==> src/rtl/led_blink_bank.sv <==
// rtl/led_blink_bank.sv - multi-channel LED blinker with off/on/blink/burst modes and runtime config port
module led_blink_bank #(
    parameter int CHANNELS     = 4,
    parameter int CNT_WIDTH    = 26,
    parameter int DEFAULT_HALF = 25000000,
    parameter int DEFAULT_MODE = 2,
    parameter int PAUSE_HALVES = 8
) (
    input  logic                 CLOCK_50,
    input  logic                 reset,
    input  logic                 cfg_valid,
    output logic                 cfg_ready,
    input  logic [3:0]           cfg_chan,
    input  logic [1:0]           cfg_mode,
    input  logic [CNT_WIDTH-1:0] cfg_half,
    input  logic [3:0]           cfg_burst,
    input  logic                 sync_restart,
    output logic [CHANNELS-1:0]  LED,
    output logic [CHANNELS-1:0]  wrap_pulse
);

    // Wide enough that PAUSE_HALVES * H cannot overflow for PAUSE_HALVES <= 15.
    localparam int CW = CNT_WIDTH + 4;

    typedef enum logic {ST_BLINK, ST_PAUSE} burst_state_t;

    logic cfg_accept;
    assign cfg_accept = cfg_valid && cfg_ready;

    // Config port takes one write, then rests for exactly one cycle.
    always_ff @(posedge CLOCK_50 or negedge reset) begin
        if (!reset) begin
            cfg_ready <= 1'b0;
        end else begin
            cfg_ready <= !cfg_accept;
        end
    end

    for (genvar g = 0; g < CHANNELS; g++) begin : g_chan
        logic [CW-1:0]        cnt;
        logic [CNT_WIDTH-1:0] half;
        logic [1:0]           mode;
        logic [3:0]           burst_len;
        burst_state_t         state;
        logic [4:0]           burst_cnt;
        logic                 led_q;
        logic                 wrap_q;

        logic [CNT_WIDTH-1:0] h_eff;
        logic [CW-1:0]        h_last;
        logic [CW-1:0]        pause_last;
        logic [4:0]           toggles_last;
        logic                 hit;
        logic                 half_done;
        logic                 pause_done;
        logic                 burst_done;

        // Terminal counts: half=0 acts as 1, burst_len=0 acts as 1.
        always_comb begin
            h_eff        = (half == '0) ? CNT_WIDTH'(1) : half;
            h_last       = CW'(h_eff) - CW'(1);
            pause_last   = CW'(PAUSE_HALVES) * CW'(h_eff) - CW'(1);
            toggles_last = (burst_len == 4'd0) ? 5'd1 : ({burst_len, 1'b0} - 5'd1);
            hit          = cfg_accept && (cfg_chan == 4'(g));
            half_done    = (cnt == h_last);
            pause_done   = (cnt == pause_last);
            burst_done   = (burst_cnt == toggles_last);
        end

        // Per-channel counter, mode handling and burst/pause state machine.
        always_ff @(posedge CLOCK_50 or negedge reset) begin
            if (!reset) begin
                cnt       <= '0;
                half      <= CNT_WIDTH'(DEFAULT_HALF);
                mode      <= 2'(DEFAULT_MODE);
                burst_len <= 4'd1;
                state     <= ST_BLINK;
                burst_cnt <= '0;
                led_q     <= 1'b0;
                wrap_q    <= 1'b0;
            end else begin
                if (hit) begin
                    mode      <= cfg_mode;
                    half      <= cfg_half;
                    burst_len <= cfg_burst;
                end
                // A write and a restart both re-phase the channel from zero.
                if (hit || sync_restart) begin
                    cnt       <= '0;
                    led_q     <= 1'b0;
                    burst_cnt <= '0;
                    state     <= ST_BLINK;
                    wrap_q    <= 1'b0;
                end else begin
                    wrap_q <= 1'b0;
                    case (mode)
                        2'd0: begin
                            cnt   <= '0;
                            led_q <= 1'b0;
                        end
                        2'd1: begin
                            cnt   <= '0;
                            led_q <= 1'b1;
                        end
                        2'd2: begin
                            if (half_done) begin
                                cnt    <= '0;
                                led_q  <= !led_q;
                                wrap_q <= 1'b1;
                            end else begin
                                cnt <= cnt + CW'(1);
                            end
                        end
                        default: begin
                            if (state == ST_BLINK) begin
                                if (half_done) begin
                                    cnt    <= '0;
                                    led_q  <= !led_q;
                                    wrap_q <= 1'b1;
                                    // Even toggle count, so the LED lands at 0 entering the pause.
                                    if (burst_done) begin
                                        burst_cnt <= '0;
                                        state     <= ST_PAUSE;
                                    end else begin
                                        burst_cnt <= burst_cnt + 5'd1;
                                    end
                                end else begin
                                    cnt <= cnt + CW'(1);
                                end
                            end else begin
                                led_q <= 1'b0;
                                if (pause_done) begin
                                    cnt   <= '0;
                                    state <= ST_BLINK;
                                end else begin
                                    cnt <= cnt + CW'(1);
                                end
                            end
                        end
                    endcase
                end
            end
        end

        assign LED[g]        = led_q;
        assign wrap_pulse[g] = wrap_q;
    end

endmodule

==> config.mk <==
export PLATFORM = sky130hd
export DESIGN_NAME = led_blink_bank
export DESIGN_NICKNAME = d
export VERILOG_FILES = /design/src/rtl/led_blink_bank.sv
export SDC_FILE = /design/constraint.sdc
export NUM_CORES = 1
export LEC_CHECK = 0
export BUFFER_PORTS_ARGS = -buffer_cell sky130_fd_sc_hd__buf_4
export CORE_ASPECT_RATIO = 0.5
export CORE_MARGIN = 5
export CORE_UTILIZATION = 58
export CTS_CLUSTER_DIAMETER = 80
export CTS_CLUSTER_SIZE = 30
export DETAILED_ROUTE_END_ITERATION = 16
export PLACE_DENSITY_LB_ADDON = 0.08
export SLEW_MARGIN = 20
export SYNTH_ARGS = -nofsm -noshare
export SYNTH_HDL_FRONTEND = slang
export SYNTH_SLANG_ARGS = --single-unit
==> constraint.sdc <==
create_clock -name CLOCK_50 -period 4.6 [get_ports CLOCK_50]
set_input_delay 0.92 -clock CLOCK_50 [delete_from_list [all_inputs] [get_ports CLOCK_50]]
set_output_delay 0.92 -clock CLOCK_50 [all_outputs]
set_load 0.005 [all_outputs]
==> flow_summary.json, run 1 <==
{
  "gp_congestion": 1.04,
  "rows": 50,
  "post_drt_wl_per_cell_um": 24.0,
  "finalHoldViolations": 0,
  "post_dp_cell_area_um2": 23600,
  "antenna_found_initial": 3,
  "totalWireLength_mm": 72.9,
  "rr_startpoint": "g_chan[3].half[15]",
  "clock-sinks": 281,
  "arrival_ns": 4.85,
  "yosysSeqAreaShare": 0.326,
  "clkPwrFrac": 0.180,
  "firstDrtPassIters": 5,
  "r2r_end": "g_chan[3].cnt[0]",
  "grt_pass1_wl_mm": 111,
  "nets": 2589,
  "grt_max_degree": 88,
  "cap_viol_max_count": 0,
  "fin_skew_ns": 0.0325,
  "synth-edff-count": 0,
  "io_pins": 49,
  "timing.final.crit_share": 0.966,
  "p_int_mw": 5.29,
  "fin_crit_ns": 4.45,
  "max_freq_ghz": 0.225,
  "globalRouteTotalUtil": 0.337,
  "fillers": 3132,
  "synth_cell_types": 99,
  "synth_area_leaders": "dfrtp_1 (26%), dfstp_2 (6.7%), mux2_2 (6.6%), xnor2_1 (6.5%), xor2_1 (6.1%)",
  "drv_slew": 0,
  "post-route-drc-count": 0,
  "crit_path_start_kind": "register",
  "r2r_cells": 17,
  "power_density_nw_per_um2": 358,
  "cts_max_path_buffers": 3,
  "path_max_fanout": 7,
  "endpoint_kind": "register",
  "slew_headroom": 0.175,
  "drive_above_1_share": 0.230,
  "clkLatencyLatePin_ns": 0.54,
  "comb_power_share": 0.469,
  "status": "complete, no violations",
  "critPathKind": "register to register",
  "vias": 19969,
  "cts_inserted_buffers": 14,
  "grt_overflow": 0,
  "dieArea_um2": 41800,
  "finalSetupTns_ns": 0,
  "vias_per_cell": 6.57,
  "ys.flop_type": "dfrtp_1",
  "hold_class": "input port to asynchronous set/reset pin",
  "avgSynthCellArea_um2": 8.91,
  "worst_slew_pin_slew_ns": 1.23,
  "area_growth_pct": 12.7,
  "synthesis.nets": 2499,
  "antenna_left": 0,
  "start_util": 0.585,
  "die_w_um": 284,
  "seqPwrFrac": 0.351,
  "p_leak_nw": 9.71,
  "setup_violations": 0,
  "synthCells": 2447,
  "whs_ns": 0.340,
  "post-dp-hpwl_mm": 55.1,
  "seqCellArea_um2": 7100,
  "ys_warn_count": 0,
  "yosys-top-cells-count": "dfrtp_1 (225), nor2_1 (223), xnor2_1 (163), xor2_1 (153), clkbuf_1 (142)",
  "io_buffers": 48,
  "async_reset_ff_frac": 1.00,
  "synth_top_area_cell": "dfrtp_1",
  "worstPathRequired_ns": 5.00,
  "synth.most_common_cell": "dfrtp_1",
  "cts-root-buf": "clkbuf_16",
  "layout.cells.non_filler": 3041,
  "coreArea_um2": 37300,
  "die_h_um": 147,
  "ys_ff_latch": 281,
  "multi_input_area_um2": 13900,
  "clk_pin_slew_worst_paths_ns": 0.11,
  "grt_pass1_vias": 18497,
  "switchingPower_mw": 3.50,
  "power.share.switching": 0.398,
  "fin_area_um2": 24600,
  "pre_cts_ws_ns": -0.0255,
  "synth_area_um2": 21800,
  "peakVddDrop_mv": 0.360,
  "first_iter_violations": 2262,
  "htreeDepth": 1,
  "cts_tree": "done",
  "r2r_setup_slack_ns": 0.15,
  "synth_top_area_frac": 0.258,
  "setup_slack_ns": 0.155,
  "dp.cells": 3001
}
worst max-delay path by stage:
stage,slack [ns],depth (start not counted),startpoint,to
5_1_grt,-0.003,13,g_chan[1].half[21],g_chan[1].burst_cnt[4]
4_1_cts,0.03,16,g_chan[2].half[18],g_chan[2].burst_cnt[3]
3_5_place_dp,-0.03,15,g_chan[2].half[18],g_chan[2].burst_cnt[3]
2_1_floorplan,0.00006,16,g_chan[0].half[22],g_chan[0].cnt[11]
6_report,0.15,17,g_chan[3].half[15],g_chan[3].cnt[0]
3_3_place_gp,0.08,15,g_chan[0].half[22],g_chan[0].cnt[13]
through the flow:
step,util,total power [mW]
2_1_floorplan,-,5.56
3_3_place_gp,0.634,6.94
3_5_place_dp,0.634,6.97
4_1_cts,0.647,8.55
5_1_grt,0.659,9.22
6_report,0.659,8.79
power groups by stage:
stage | clock network (mW) | logic, mW | registers, mW
after floorplan | 0 | 2.50 | 3.06
after global placement | 0 | 3.83 | 3.10
after detailed placement | 0 | 3.85 | 3.12
after CTS | 1.60 | 3.87 | 3.08
after global routing | 1.70 | 4.39 | 3.13
final | 1.58 | 4.12 | 3.09
cell type report:
class / instances / area share
Timing Repair Buffer: 274 / 0.0914
Multi-Input combinational cell: 1917 / 0.567
Inverter: 49 / 0.00749
Clock inverter: 5 / 0.00356
Tap cell: 494 / 0.0252
Antenna cell: 2 / 0.000204
Sequential cell: 281 / 0.289
Clock buffer: 19 / 0.0159
cell usage in the layout, fill, tap and decap left out, types with 37 or more instances in the layout:
| master | netlist | layout |
|---|---|---|
| a21oi_1 | 55 | 53 |
| and3_1 | 41 | 41 |
| buf_4 | 18 | 258 |
| dfrtp_1 | 225 | 225 |
| dfstp_2 | 56 | 56 |
| inv_1 | 49 | 48 |
| mux2_2 | 128 | 128 |
| nand2_1 | 132 | 131 |
| nand3_1 | 116 | 116 |
| nand4_1 | 70 | 70 |
| nor2_1 | 223 | 219 |
| nor2b_1 | 39 | 39 |
| nor3_1 | 116 | 115 |
| nor4_1 | 63 | 56 |
| o21ai_0 | 55 | 55 |
| or3_1 | 38 | 37 |
| xnor2_1 | 163 | 163 |
| xor2_1 | 153 | 152 |
sequential cells by signal, summed over array words and instances, names as in the netlist:
register          cells
g_chan.cnt          120
g_chan.half         104
g_chan.burst_cnt     20
g_chan.burst_len     16
g_chan.mode           8
g_chan.led_q          4
g_chan.state          4
g_chan.wrap_q         4
cfg_ready             1
repair_timing:
item                                   CTS  global route
pin swaps                                1            22
gates cloned                             0             6
setup buffers                            1             7
setup endpoints to repair                2           146
endpoints found under the hold margin    0             0
gates resized for setup                  3            52
hold buffers                             0             0
kinds of logic (layout without fill, tap and decap cells):
kind of cell	Yosys count	after routing	share of synthesized area
buf+inv	249	347	0.0480
compound gates	351	351	0.117
simple gates	1070	1070	0.277
flops	281	281	0.326
fa+ha+maj	12	12	0.00688
xor+xnor	339	339	0.151
other cells	0	2	0
mux	145	145	0.0742
metal layers:
metal | up-vias | global-route usage | wire [um]
met3 | 100 | 0.0907 | 8670
met1 | 9787 | 0.523 | 33400
met2 | 966 | 0.472 | 29400
li1 | 9116 | - | -
met4 | 0 | 0.0648 | 1500
met5 | - | 0 | 0
critical path: stages, from the launching register on:
cell and delay (ns):
dfrtp_1 0.39, or4_1 0.58, nor4_4 0.26, and2_4 0.19, nor2_1 0.05, ha_2 0.19, buf_4 0.15, or4b_4 0.21
buf_6 0.11, nor2_2 0.04, xnor2_1 0.25, o221ai_2 0.16, a211o_1 0.33, or4_4 0.57, nor4_4 0.25, a221o_2 0.33
clkbuf_16 0.19, nor2_1 0.04
(Power assumes the default switching activity.)
==> run 2: changes to the inputs <==
--- a/config.mk
+++ b/config.mk
@@ -7,7 +7,7 @@
 export LEC_CHECK = 0
 export BUFFER_PORTS_ARGS = -buffer_cell sky130_fd_sc_hd__buf_4
 export CORE_ASPECT_RATIO = 0.5
-export CORE_MARGIN = 5
+export CORE_MARGIN = 8
 export CORE_UTILIZATION = 58
 export CTS_CLUSTER_DIAMETER = 80
 export CTS_CLUSTER_SIZE = 30
==> flow_summary.json, run 2 (synthesis results as in run 1) <==
{
  "status": "complete, no violations",
  "slew_headroom": 0.234,
  "grt_overflow": 0,
  "globalRouteTotalUtil": 0.313,
  "cts_hold_buffers": 0,
  "clkLatencyLatePin_ns": 0.55,
  "max_freq_ghz": 0.221,
  "antenna_found_initial": 6,
  "io_buffers": 48,
  "cts_max_path_buffers": 3,
  "worst_slew_pin_slew_ns": 1.14,
  "switchingPower_mw": 3.49,
  "cts_inserted_buffers": 14,
  "cts-root-buf": "clkbuf_16",
  "vias_per_cell": 6.59,
  "post-route-drc-count": 0,
  "seqCellArea_um2": 7100,
  "p_leak_nw": 9.63,
  "die_w_um": 290,
  "num_antenna_cells": 0,
  "cap_viol_max_count": 0,
  "vias": 19970,
  "r2r_cells": 11,
  "critical-path-max-stage-delay_ns": 0.91,
  "area_growth_pct": 11.9,
  "post_dp_cell_area_um2": 23600,
  "timing.final.crit_share": 0.983,
  "arrival_ns": 4.95,
  "rows": 50,
  "firstDrtPassIters": 6,
  "first_iter_violations": 2165,
  "multi_input_area_um2": 13900,
  "endpoint_kind": "register",
  "setup_violations": 0,
  "cts_tree": "done",
  "critPathKind": "register to register",
  "coreArea_um2": 37200,
  "path_max_fanout": 9,
  "r2r_setup_slack_ns": 0.08,
  "peakVddDrop_mv": 0.317,
  "rr_startpoint": "g_chan[3].half[7]",
  "start_util": 0.586,
  "post_drt_wl_per_cell_um": 24.0,
  "reg_top3": "g_chan.cnt: 120 flops, g_chan.half: 104 flops, g_chan.burst_cnt: 20 flops",
  "grt_pass1_vias": 18536,
  "fin_skew_ns": 0.0233,
  "largest_reg_flops": 120,
  "grt_pass1_wl_mm": 111,
  "dieArea_um2": 44400,
  "power_density_nw_per_um2": 357,
  "comb_power_share": 0.468,
  "power_mw": 8.72,
  "worstPathRequired_ns": 5.03,
  "clkPwrFrac": 0.178,
  "fin_crit_ns": 4.52,
  "cpMostUsedCell": "and4_1",
  "regMostFlops": "g_chan.cnt",
  "clk_pin_slew_worst_paths_ns": 0.13,
  "clock-sinks": 281,
  "grt_max_degree": 107,
  "die_h_um": 153,
  "cpMaxStageDelayCell": "nor3_1",
  "hold_class": "input port to asynchronous set/reset pin",
  "io_pins": 49,
  "crit_path_start_kind": "register",
  "antenna_left": 0,
  "final_cell_mix": "buf_4 (254), dfrtp_1 (225), nor2_1 (219)",
  "totalWireLength_mm": 72.7,
  "r2r_end": "g_chan[3].cnt[13]",
  "power.share.switching": 0.400,
  "gp_congestion": 1.02,
  "layout_commonest_cell": "buf_4",
  "crit_path_cell_trace": "buf_4 -> nor3_1 -> nand3_1 -> or4_1 -> xor2_1 -> a2111oi_0 -> and4_1 -> and4_1 -> a221o_2 -> clkbuf_16 -> nor2_1",
  "seqPwrFrac": 0.354,
  "drive_above_1_share": 0.228,
  "drv_slew": 0,
  "fin_area_um2": 24400,
  "nets": 2580,
  "p_int_mw": 5.23,
  "fillers": 3138,
  "finalHoldViolations": 0,
  "post-dp-hpwl_mm": 55.2,
  "htreeDepth": 1
}
## run 2: cell types whose count changed in the layout (fill, tap and decap cells not counted), moves of 2 or more
cell	previous run	this run
or4_1	29	31
clkinv_8	2	0
buf_12	8	6
a31oi_2	0	2
diode_2	2	0
ha_2	1	3
buf_4	258	254
ha_1	10	8
clkbuf_1	4	2
or4_4	13	11
inv_6	0	2
a31oi_1	13	11
## run 2: worst max path at each step
stage / start / end / slack (ns) / cells past startpoint
6_report: g_chan[3].half[7] / g_chan[3].cnt[13] / 0.08 / 11
3_5_place_dp: g_chan[1].half[11] / g_chan[1].state / -0.04 / 14
5_1_grt: g_chan[3].half[7] / g_chan[3].cnt[29] / -0.04 / 11
4_1_cts: g_chan[0].half[22] / g_chan[0].burst_cnt[4] / 0.04 / 15
2_1_floorplan: g_chan[0].half[22] / g_chan[0].cnt[11] / 0.00006 / 16
3_3_place_gp: g_chan[1].half[11] / g_chan[1].state / -0.02 / 14
## run 2: worst max-delay path, delay by kind of cell, from the launching register on
kind | cells | cell delay [ns]
xor+xnor | 1 | 0.19
flops | 1 | 0.40
buf+inv | 2 | 0.37
simple gates | 6 | 2.60
compound gates | 2 | 0.85
## run 2: power by group through the flow
stage	sequential, mW	clock (mW)	combinational (mW)
final	3.09	1.55	4.08
after global routing	3.13	1.66	4.33
after CTS	3.08	1.58	3.86
after detailed placement	3.12	0	3.84
after global placement	3.11	0	3.82
after floorplan	3.06	0	2.50
## run 2: repair_timing
action / in CTS / in global routing
gates resized for setup: 3 / 48
buffers inserted: 0 / 12
pin swaps: 0 / 20
setup endpoints to repair: 30 / 137
gates cloned: 0 / 3
## run 2: cell type report
cell class,instances,share of cell area
repair buffers,265,0.0867
flip-flops and latches,281,0.291
well taps,494,0.0253
clock buffers,18,0.0167
multi-input cells,1917,0.570
inverters,49,0.00754
clock inverters,5,0.00226
## run 2: metrics by stage
step	TNS, ns	std cells	hold WS [ns]	setup slack (ns)	util
CTS	0	3014	0.452	0.0351	0.646
global route	-0.839	3029	0.473	-0.0412	0.655
detailed placement	-0.0672	2991	0.447	-0.0387	0.633
global placement	-0.0334	2991	0.440	-0.0194	0.633
floorplan	0	2447	0.446	0.0000551	-
finish	0	3029	0.413	0.0779	0.655
## run 2: per-layer routing
metal,wire length [um],global-route usage
met1,32900,0.466
met2,29400,0.438
met3,8600,0.0921
met4,1850,0.0720
met5,25,0
